### config.mk
export PLATFORM = sky130hd
export DESIGN_NAME = mult_arbiter
export DESIGN_NICKNAME = d
export VERILOG_FILES = /design/src/rtl/mult_pkg.sv /design/src/rtl/rr_arb2.sv /design/src/rtl/mult_arbiter.sv
export SDC_FILE = /design/constraint.sdc
export NUM_CORES = 1
export LEC_CHECK = 0
export CAP_MARGIN = 20
export CORE_UTILIZATION = 30
export CTS_BUF_LIST = sky130_fd_sc_hd__clkbuf_8
export DETAILED_ROUTE_END_ITERATION = 8
export HOLD_SLACK_MARGIN = 0.03
export PLACE_DENSITY_LB_ADDON = 0.3
export SLEW_MARGIN = 20
export SYNTH_ARGS = -nofsm -noshare
export SYNTH_HDL_FRONTEND = slang
export SYNTH_SLANG_ARGS = --single-unit
### constraint.sdc
create_clock -name clk -period 1.9 [get_ports clk]
set_input_delay 0.475 -clock clk [delete_from_list [all_inputs] [get_ports clk]]
set_output_delay 0.475 -clock clk [all_outputs]
set_load 0.02 [all_outputs]
### src/rtl/mult_pkg.sv
// Shared constants and state encoding for the multiplier scheduler.
package mult_pkg;

    localparam int OP_W   = 8;
    localparam int PROD_W = 16;

    // Multiplier state_out codes of interest
    localparam logic [2:0] MULT_ST_DONE = 3'b100;
    localparam logic [2:0] MULT_ST_ERR  = 3'b101;

    typedef enum logic [2:0] {
        ST_IDLE    = 3'd0,
        ST_ISSUE   = 3'd1,
        ST_WAIT    = 3'd2,
        ST_RECOVER = 3'd3,
        ST_RESP    = 3'd4
    } arb_state_e;

endpackage

### src/rtl/rr_arb2.sv
// Two-way round-robin picker: a lone requester wins outright, a tie goes
// to the client that was not granted last.
module rr_arb2 (
    input  logic [1:0] req,
    input  logic       last_grant,
    output logic [1:0] grant_onehot,
    output logic       winner
);

    // Winner index and its one-hot grant (zero when nobody requests)
    always_comb begin
        winner       = (req == 2'b11) ? ~last_grant : req[1];
        grant_onehot = 2'b00;
        if (req != 2'b00)
            grant_onehot[winner] = 1'b1;
    end

endmodule

### src/rtl/mult_arbiter.sv
// Scheduler for the shared 8x8 sequential multiplier: accepts operands
// from two clients, sequences start/done, detects error or hang and
// recovers the multiplier by pulsing its reset.
module mult_arbiter
    import mult_pkg::*;
#(
    parameter int TIMEOUT = 8
) (
    input  logic                clk,
    input  logic                reset_a_n,
    input  logic [1:0]          req_valid,
    output logic [1:0]          req_ready,
    input  logic [OP_W-1:0]     req_a0,
    input  logic [OP_W-1:0]     req_b0,
    input  logic [OP_W-1:0]     req_a1,
    input  logic [OP_W-1:0]     req_b1,
    output logic [1:0]          rsp_valid,
    input  logic [1:0]          rsp_ready,
    output logic [PROD_W-1:0]   rsp_product,
    output logic                rsp_err,
    output logic                mult_start,
    output logic [OP_W-1:0]     mult_dataa,
    output logic [OP_W-1:0]     mult_datab,
    input  logic                mult_done,
    input  logic [PROD_W-1:0]   mult_product,
    input  logic [2:0]          mult_state,
    output logic                mult_reset_a,
    output logic                busy
);

    // WAIT ends on the cycle the counter would reach TIMEOUT
    localparam logic [7:0] CNT_LAST = 8'(TIMEOUT - 1);

    arb_state_e state, state_nxt;
    logic       last_grant;
    logic       owner;
    logic [7:0] cnt;
    logic [1:0] grant;
    logic       winner;
    logic       accept;
    logic [1:0] owner_oh;

    rr_arb2 u_rr (
        .req          (req_valid),
        .last_grant   (last_grant),
        .grant_onehot (grant),
        .winner       (winner)
    );

    assign accept   = (state == ST_IDLE) && (req_valid != 2'b00);
    assign owner_oh = owner ? 2'b10 : 2'b01;

    // State register
    always_ff @(posedge clk or negedge reset_a_n) begin
        if (!reset_a_n)
            state <= ST_IDLE;
        else
            state <= state_nxt;
    end

    // Next-state decode; multiplier error outranks a same-cycle done
    always_comb begin
        state_nxt = state;
        case (state)
            ST_IDLE:    if (accept) state_nxt = ST_ISSUE;
            ST_ISSUE:   state_nxt = ST_WAIT;
            ST_WAIT: begin
                if (mult_state == MULT_ST_ERR) state_nxt = ST_RECOVER;
                else if (mult_done)            state_nxt = ST_RESP;
                else if (cnt == CNT_LAST)      state_nxt = ST_RECOVER;
            end
            ST_RECOVER: state_nxt = ST_RESP;
            ST_RESP:    if (rsp_ready[owner]) state_nxt = ST_IDLE;
            default:    state_nxt = ST_IDLE;
        endcase
    end

    // Combinational outputs: ready only while idle, busy otherwise
    always_comb begin
        req_ready = (state == ST_IDLE) ? grant : 2'b00;
        busy      = (state != ST_IDLE);
    end

    // Registered datapath: operand capture, pulses, timeout counter, response
    always_ff @(posedge clk or negedge reset_a_n) begin
        if (!reset_a_n) begin
            last_grant   <= 1'b1;
            owner        <= 1'b0;
            cnt          <= 8'd0;
            mult_start   <= 1'b0;
            mult_reset_a <= 1'b0;
            mult_dataa   <= '0;
            mult_datab   <= '0;
            rsp_valid    <= 2'b00;
            rsp_product  <= '0;
            rsp_err      <= 1'b0;
        end else begin
            mult_start   <= 1'b0;
            mult_reset_a <= 1'b0;
            case (state)
                ST_IDLE: begin
                    if (accept) begin
                        mult_dataa <= winner ? req_a1 : req_a0;
                        mult_datab <= winner ? req_b1 : req_b0;
                        owner      <= winner;
                        last_grant <= winner;
                        mult_start <= 1'b1;
                    end
                end
                ST_ISSUE: cnt <= 8'd0;
                ST_WAIT: begin
                    cnt <= cnt + 8'd1;
                    if (state_nxt == ST_RESP) begin
                        rsp_product <= mult_product;
                        rsp_err     <= 1'b0;
                        rsp_valid   <= owner_oh;
                    end else if (state_nxt == ST_RECOVER) begin
                        mult_reset_a <= 1'b1;
                    end
                end
                ST_RECOVER: begin
                    rsp_product <= '0;
                    rsp_err     <= 1'b1;
                    rsp_valid   <= owner_oh;
                end
                ST_RESP: if (state_nxt == ST_IDLE) rsp_valid <= 2'b00;
                default: ;
            endcase
        end
    end

endmodule
==> results.json, run 1 <==
{
  "max-cap-violations": 0,
  "cts_htree_levels": 2,
  "drt-total-wl_mm": 6.40,
  "cp_num_buf_inv": 3,
  "dr.pass1.iters": 4,
  "ys.flop_type": "dfrtp_1",
  "core_area_um2": 7850,
  "stdcell_area_um2": 3730,
  "start_util": 0.314,
  "die_area_um2": 8580,
  "dp_hpwl_mm": 4.44,
  "cts.sinks": 50,
  "syn_to_final_growth_pct": 51.2,
  "crit_cells": 4,
  "max_stage_delay_ns": 0.41,
  "io_pins": 98,
  "port_buffers": 97,
  "track_usage": 0.155,
  "vias_per_cell": 5.10,
  "grt_pass1_wl_mm": 10.6,
  "period_share": 0.973,
  "num_antenna_cells": 0,
  "drtIter0Drc": 117,
  "final_nets": 387,
  "grt_pass1_vias": 2220,
  "fmax_ghz": 0.541,
  "finalSetupViolations": 0,
  "die_h_um": 92.6,
  "grt_max_degree": 51,
  "arrival_ns": 1.37,
  "syn_nets": 288,
  "route.vias.total": 2199,
  "synth.distinct_cells": 40,
  "grt_antenna_before_repair": 0,
  "power.leakage_nw": 1.60,
  "cp_slowest_cell": "dfrtp_1",
  "hold_path_class": "primary input to asynchronous set/reset pin",
  "totalPowerFinal_w": 0.00551,
  "slew-limit-headroom": 0.625,
  "yosysWarnings": 0,
  "critPathTopFamily": "buffers and inverters",
  "rsz0062_at_grt": "true",
  "hold_viol": 0,
  "dpl_cell_area_um2": 3610,
  "ys_seq_area_frac": 0.508,
  "period_needed_ns": 1.85,
  "grt-ovfl-total": 0,
  "clk_path_buf_depth": 2,
  "synth.avg_cell_area_um2": 10.8,
  "end_kind": "output port",
  "dp_slack_ns": -0.371,
  "synthCells": 229,
  "final_common_cell": "clkdlybuf4s50_1",
  "cts_setup_buffers": 0,
  "power_per_cell_area_nw_per_um2": 1480,
  "start_kind": "flop",
  "drcViolationCount": 0,
  "ir_drop_uv": 689,
  "ant_nets": 0,
  "insertion_delay_ns": 0.31,
  "synthArstFlopShare": 1.00,
  "dp.cells": 423,
  "post-route-worst-setup-slack_ns": 0.0509,
  "wl_per_cell_um": 14.9,
  "worstMarginPinSlew_ns": 0.562,
  "place.gp.congestion": 0.822,
  "critPathRequiredTime_ns": 1.42,
  "skew_ns": 0.0111,
  "hold_buffers": 0,
  "numCtsBuffers": 5,
  "die_x_um": 92.6,
  "syn_area_um2": 2460,
  "finalMaxSlewViolations": 0,
  "layout_common_cells": "clkdlybuf4s50_1, dfrtp_1, nand2b_1",
  "fin_cells": 431,
  "clk_pin_slew_ns": 0.09,
  "finalSetupTns_ns": 0,
  "crit_fanout": 3,
  "synth-seq-cells": 50,
  "ff2ff_path_depth": 4,
  "layout-drive-gt1-share": 0.112,
  "status": "complete, no violations",
  "cts_tree": "built",
  "worstPathCellList": "nor3_4 -> buf_4 -> inv_1 -> clkdlybuf4s15_2",
  "critPathKind": "flop to output port",
  "clockRootBuffer": "clkbuf_8",
  "fp-row-count": 32,
  "synth-edff-count": 0,
  "fillCellCount": 740
}
[metal layers]
metal | vias up | share of wire | track usage
met5 | - | 0 | 0
met4 | 0 | 0.011 | 0.0385
met3 | 6 | 0.082 | 0.0476
met2 | 89 | 0.44 | 0.248
met1 | 1057 | 0.46 | 0.205
li1 | 1047 | - | -
[worst register-to-register path, stage by stage (launching register included)]
cell      delay [ns]
dfrtp_1         0.42
buf_4           0.25
or3b_4          0.49
o311ai_1        0.30
o41ai_1         0.12
[logic make-up (layout without fill, tap and decap cells)]
family / count (synthesis) / after routing / share of synthesized area
xor+xnor: 1 / 1 / 0.00355
fa+ha+maj: 1 / 1 / 0.00508
simple gates: 79 / 79 / 0.181
flops: 50 / 50 / 0.508
buf+inv: 24 / 124 / 0.0447
mux: 6 / 6 / 0.0249
compound gates: 68 / 68 / 0.232
[per-stage QoR]
step	hold slack (ns)	util
floorplan	0.179	-
global placement	0.471	0.460
detailed placement	0.477	0.460
CTS	0.154	0.474
global route	0.147	0.475
finish	0.131	0.475
[flip-flops by register name, indices dropped and copies added, names as in the netlist, 2 cells and up]
register and count:
mult_dataa 8, rsp_valid 2, cnt 8, rsp_product 16, mult_datab 8, state 3
[worst paths after layout]
| path | from | endpoint | slack (ns) |
|---|---|---|---|
| max | state[2] | busy | 0.05 |
| min | reset_a_n | rsp_product[2] | 0.13 |
| max reg2reg | state[0] | cnt[7] | 0.21 |
| min reg2reg | cnt[7] | cnt[7] | 0.50 |
| max in group asynchronous | reset_a_n | last_grant | 1.47 |
| min in group clk | cnt[7] | cnt[7] | 0.50 |
[cell type report]
| type | count | area (um2) | area share |
|---|---|---|---|
| Clock buffer | 8 | 110 | 0.0295 |
| Inverter | 4 | 15.0 | 0.00403 |
| Multi-Input combinational cell | 155 | 1120 | 0.302 |
| Sequential cell | 50 | 1250 | 0.336 |
| Tap cell | 102 | 128 | 0.0342 |
| Timing Repair Buffer | 112 | 1100 | 0.294 |
[synthesized netlist by cell type, types with 3 or more instances]
cell type | count | area, um2
a21boi_0 | 16 | 120
a221o_1 | 16 | 160
o41ai_1 | 4 | 35.0
o221ai_1 | 16 | 140
inv_1 | 4 | 15.0
clkbuf_1 | 11 | 41.3
nand3_1 | 3 | 15.0
nand2_1 | 22 | 82.6
nand2b_1 | 34 | 213
dfrtp_1 | 49 | 1230
nand4_1 | 3 | 18.8
a21oi_1 | 3 | 15.0
buf_2 | 7 | 35.0
and3_1 | 3 | 18.8
mux2i_1 | 5 | 50.1
[where the power goes]
part | leakage (nW) | total [W] | internal, W | switching [W]
sequential | 0.598 | 0.00180 | 0.00150 | 0.000298
combinational | 0.948 | 0.00298 | 0.00151 | 0.00148
clock | 0.0575 | 0.000730 | 0.000368 | 0.000362
total | 1.60 | 0.00551 | 0.00338 | 0.00214
[timing repair]
item,CTS,global route
endpoints found under the setup margin,3,4
pin swaps,1,1
gates cloned,0,0
gates resized for setup,13,3
No activity file was read; power rests on OpenSTA's default activity.
==> run 2: changes to the inputs <==
--- a/config.mk
+++ b/config.mk
@@ -6,12 +6,13 @@
 export NUM_CORES = 1
 export LEC_CHECK = 0
 export CAP_MARGIN = 20
-export CORE_UTILIZATION = 30
-export CTS_BUF_LIST = sky130_fd_sc_hd__clkbuf_8
+export CORE_UTILIZATION = 35
+export CTS_BUF_LIST = sky130_fd_sc_hd__clkbuf_2
 export DETAILED_ROUTE_END_ITERATION = 8
 export HOLD_SLACK_MARGIN = 0.03
 export PLACE_DENSITY_LB_ADDON = 0.3
 export SLEW_MARGIN = 20
 export SYNTH_ARGS = -nofsm -noshare
 export SYNTH_HDL_FRONTEND = slang
+export SYNTH_HIERARCHICAL = 1
 export SYNTH_SLANG_ARGS = --single-unit
==> run 2 against run 1 <==
  * The flow now finishes with violations (setup timing)
  * Flip-flop and latch count did not move
  * Die area shrank 11%
  * Worst setup slack worse by 0.070 ns
  * Largest power group unchanged
==> results.json, run 2 <==
{
  "status": "complete, but fails checks",
  "failed_checks": "setup timing",
  "fin_cells": 432,
  "drcViolationCount": 0,
  "period_needed_ns": 1.92,
  "clkPwrFrac": 0.086,
  "cp-endpoint": "req_ready[0]",
  "dr.pass1.iters": 4,
  "route.vias.total": 2175,
  "swShare": 0.406,
  "clk_path_buf_depth": 2,
  "cts_tree": "built",
  "top_layer": "met4",
  "cts.sinks": 50,
  "max-cap-violations": 0,
  "ys.flop_type": "dfrtp_1",
  "start_kind": "flop",
  "vias_per_cell": 5.03,
  "synthTopCellsByCount": "dfrtp_1, mux2_2, nand2b_1",
  "skew_ns": 0.0279,
  "met1_length_mm": 2.51,
  "rrSetupSlack_ns": 0.13,
  "synthCells": 226,
  "crit_fanout": 3,
  "track_usage": 0.173,
  "combPwrFrac": 0.564,
  "top_register": "rsp_product",
  "ir_drop_uv": 618,
  "num_antenna_cells": 0,
  "grt_antenna_before_repair": 0,
  "dp.cells": 421,
  "fp-row-count": 30,
  "port_buffers": 97,
  "synth_top_area_frac": 0.482,
  "power.share.sequential": 0.350,
  "io_pins": 98,
  "synth.avg_cell_area_um2": 11.3,
  "layout_common_cells": "clkdlybuf4s50_1, dfrtp_1, dlygate4sd2_1",
  "wl_per_cell_um": 14.0,
  "hold_path_class": "primary input to asynchronous set/reset pin",
  "arrival_ns": 1.44,
  "synth.distinct_cells": 36,
  "ys_seq_area_frac": 0.492,
  "stdcell_area_um2": 3790,
  "grt_max_degree": 51,
  "final_nets": 394,
  "fin_hold_ws_ns": 0.506,
  "dpl_cell_area_um2": 3720,
  "grt_pass1_wl_mm": 10.3,
  "power.leakage_nw": 1.65,
  "numCtsBuffers": 5,
  "power_per_cell_area_nw_per_um2": 1340,
  "clockRootBuffer": "clkbuf_2",
  "drt-total-wl_mm": 6.05,
  "finalSetupViolations": 2,
  "end_kind": "output port",
  "synth-seq-cells": 50,
  "dr_wl_met3_um": 377,
  "slew-limit-headroom": 0.550,
  "grt_pass1_vias": 2189,
  "layout-drive-gt1-share": 0.244,
  "insertion_delay_ns": 0.44,
  "final_common_cell": "clkdlybuf4s50_1",
  "core_area_um2": 6910,
  "die_h_um": 87.3,
  "synthArstFlopShare": 1.00,
  "ys_top_cells_by_area": "dfrtp_1, mux2_2, nand2b_1",
  "clk_pin_slew_ns": 0.27,
  "fillCellCount": 635,
  "yosysWarnings": 6,
  "critPathRequiredTime_ns": 1.42,
  "die_area_um2": 7610,
  "dp_hpwl_mm": 4.38,
  "finalMaxSlewViolations": 0,
  "syn_nets": 285,
  "fmax_ghz": 0.521,
  "multi_input_comb_area_um2": 1240,
  "start_util": 0.368,
  "switchingPower_w": 0.00207,
  "drtIter0Drc": 87,
  "post-route-worst-setup-slack_ns": -0.0191,
  "critPathKind": "flop to output port",
  "wl_met2_mm": 3.10,
  "place.gp.congestion": 0.763,
  "syn_area_um2": 2540,
  "ant_nets": 0,
  "syn_to_final_growth_pct": 49.0,
  "r2r-end": "cnt[7]",
  "worstMarginPinSlew_ns": 0.675,
  "largest_reg_flops": 16,
  "ff2ff_path_depth": 5,
  "cts_htree_levels": 2,
  "grt-ovfl-total": 0,
  "finalSetupTns_ns": -0.0315,
  "yosysMostFrequentCell": "dfrtp_1",
  "rsz0062_at_grt": "true",
  "die_x_um": 87.3,
  "hold_viol": 0,
  "period_share": 1.01,
  "synth.largest_area_cell": "dfrtp_1",
  "p_int_w": 0.00302,
  "critPathLaunch": "last_grant",
  "r2r-start": "state[0]",
  "synth-edff-count": 0,
  "seqCellArea_um2": 1250,
  "finish.utilization": 0.549
}
==> run 2: changes by cell type after synthesis, sizes merged, moves of 3 or more <==
cell    delta
a221o     -16
and2       +3
mux2      +34
buf        -3
a21boi    -12
==> run 2: critical path: stages, from the launching register on <==
cell and delay [ns]:
dfstp_2 0.62, inv_2 0.04, a21boi_2 0.10, and2_1 0.14, buf_6 0.11
==> run 2: cell type report <==
| cell class | instances | area share |
|---|---|---|
| well taps | 96 | 0.0317 |
| repair buffers | 118 | 0.293 |
| multi-input cells | 156 | 0.328 |
| inverters | 4 | 0.00396 |
| clock inverters | 2 | 0.00396 |
| flip-flops and latches | 50 | 0.330 |
| clock buffers | 6 | 0.00792 |
==> run 2: per-layer routing <==
layer,global-route usage,up-vias
met5,0,-
met4,0.0492,0
met3,0.0483,4
met2,0.302,63
met1,0.208,1070
li1,-,1038
==> run 2: cell families after synthesis <==
kind of cell | Yosys count | synth area share
DFF | 50 | 0.492
xor gates and xnor gates | 1 | 0.00344
buffers and inverters | 20 | 0.0325
adders and majority gates | 1 | 0.00492
muxes | 40 | 0.175
and+or+nand+nor | 77 | 0.172
AOI/OAI and AO/OA | 37 | 0.120
==> run 2: power by group through the flow <==
stage | sequential (W) | clock (W) | combinational [W]
6_report | 0.00178 | 0.000439 | 0.00287
2_1_floorplan | 0.00223 | 0 | 0.00130
5_1_grt | 0.00185 | 0.000510 | 0.00312
3_5_place_dp | 0.00182 | 0 | 0.00307
3_3_place_gp | 0.00180 | 0 | 0.00303
4_1_cts | 0.00178 | 0.000464 | 0.00285
==> run 2: what timing repair did <==
action,in CTS,in global routing
gates resized for setup,57,10
hold buffers,1,0
endpoints found under the hold margin,49,0
buffers inserted,1,1
pin swaps,2,1
endpoints found under the setup margin,41,5
==> run 2: worst min path at each step <==
stage,endpoint,slack [ns],cells past startpoint
2_1_floorplan,cnt[0],0.18,0
3_3_place_gp,cnt[7],0.45,1
3_5_place_dp,cnt[7],0.47,1
4_1_cts,mult_dataa[0],0.48,3
5_1_grt,rsp_product[5],0.51,3
6_report,rsp_product[5],0.51,3
==> run 2: per-stage QoR <==
step / worst slack, ns / total power (W)
2_1_floorplan: 0.0441 / 0.00353
6_report: -0.0191 / 0.00509
4_1_cts: -0.0926 / 0.00509
5_1_grt: -0.144 / 0.00548
3_5_place_dp: -0.447 / 0.00489
3_3_place_gp: -0.400 / 0.00482
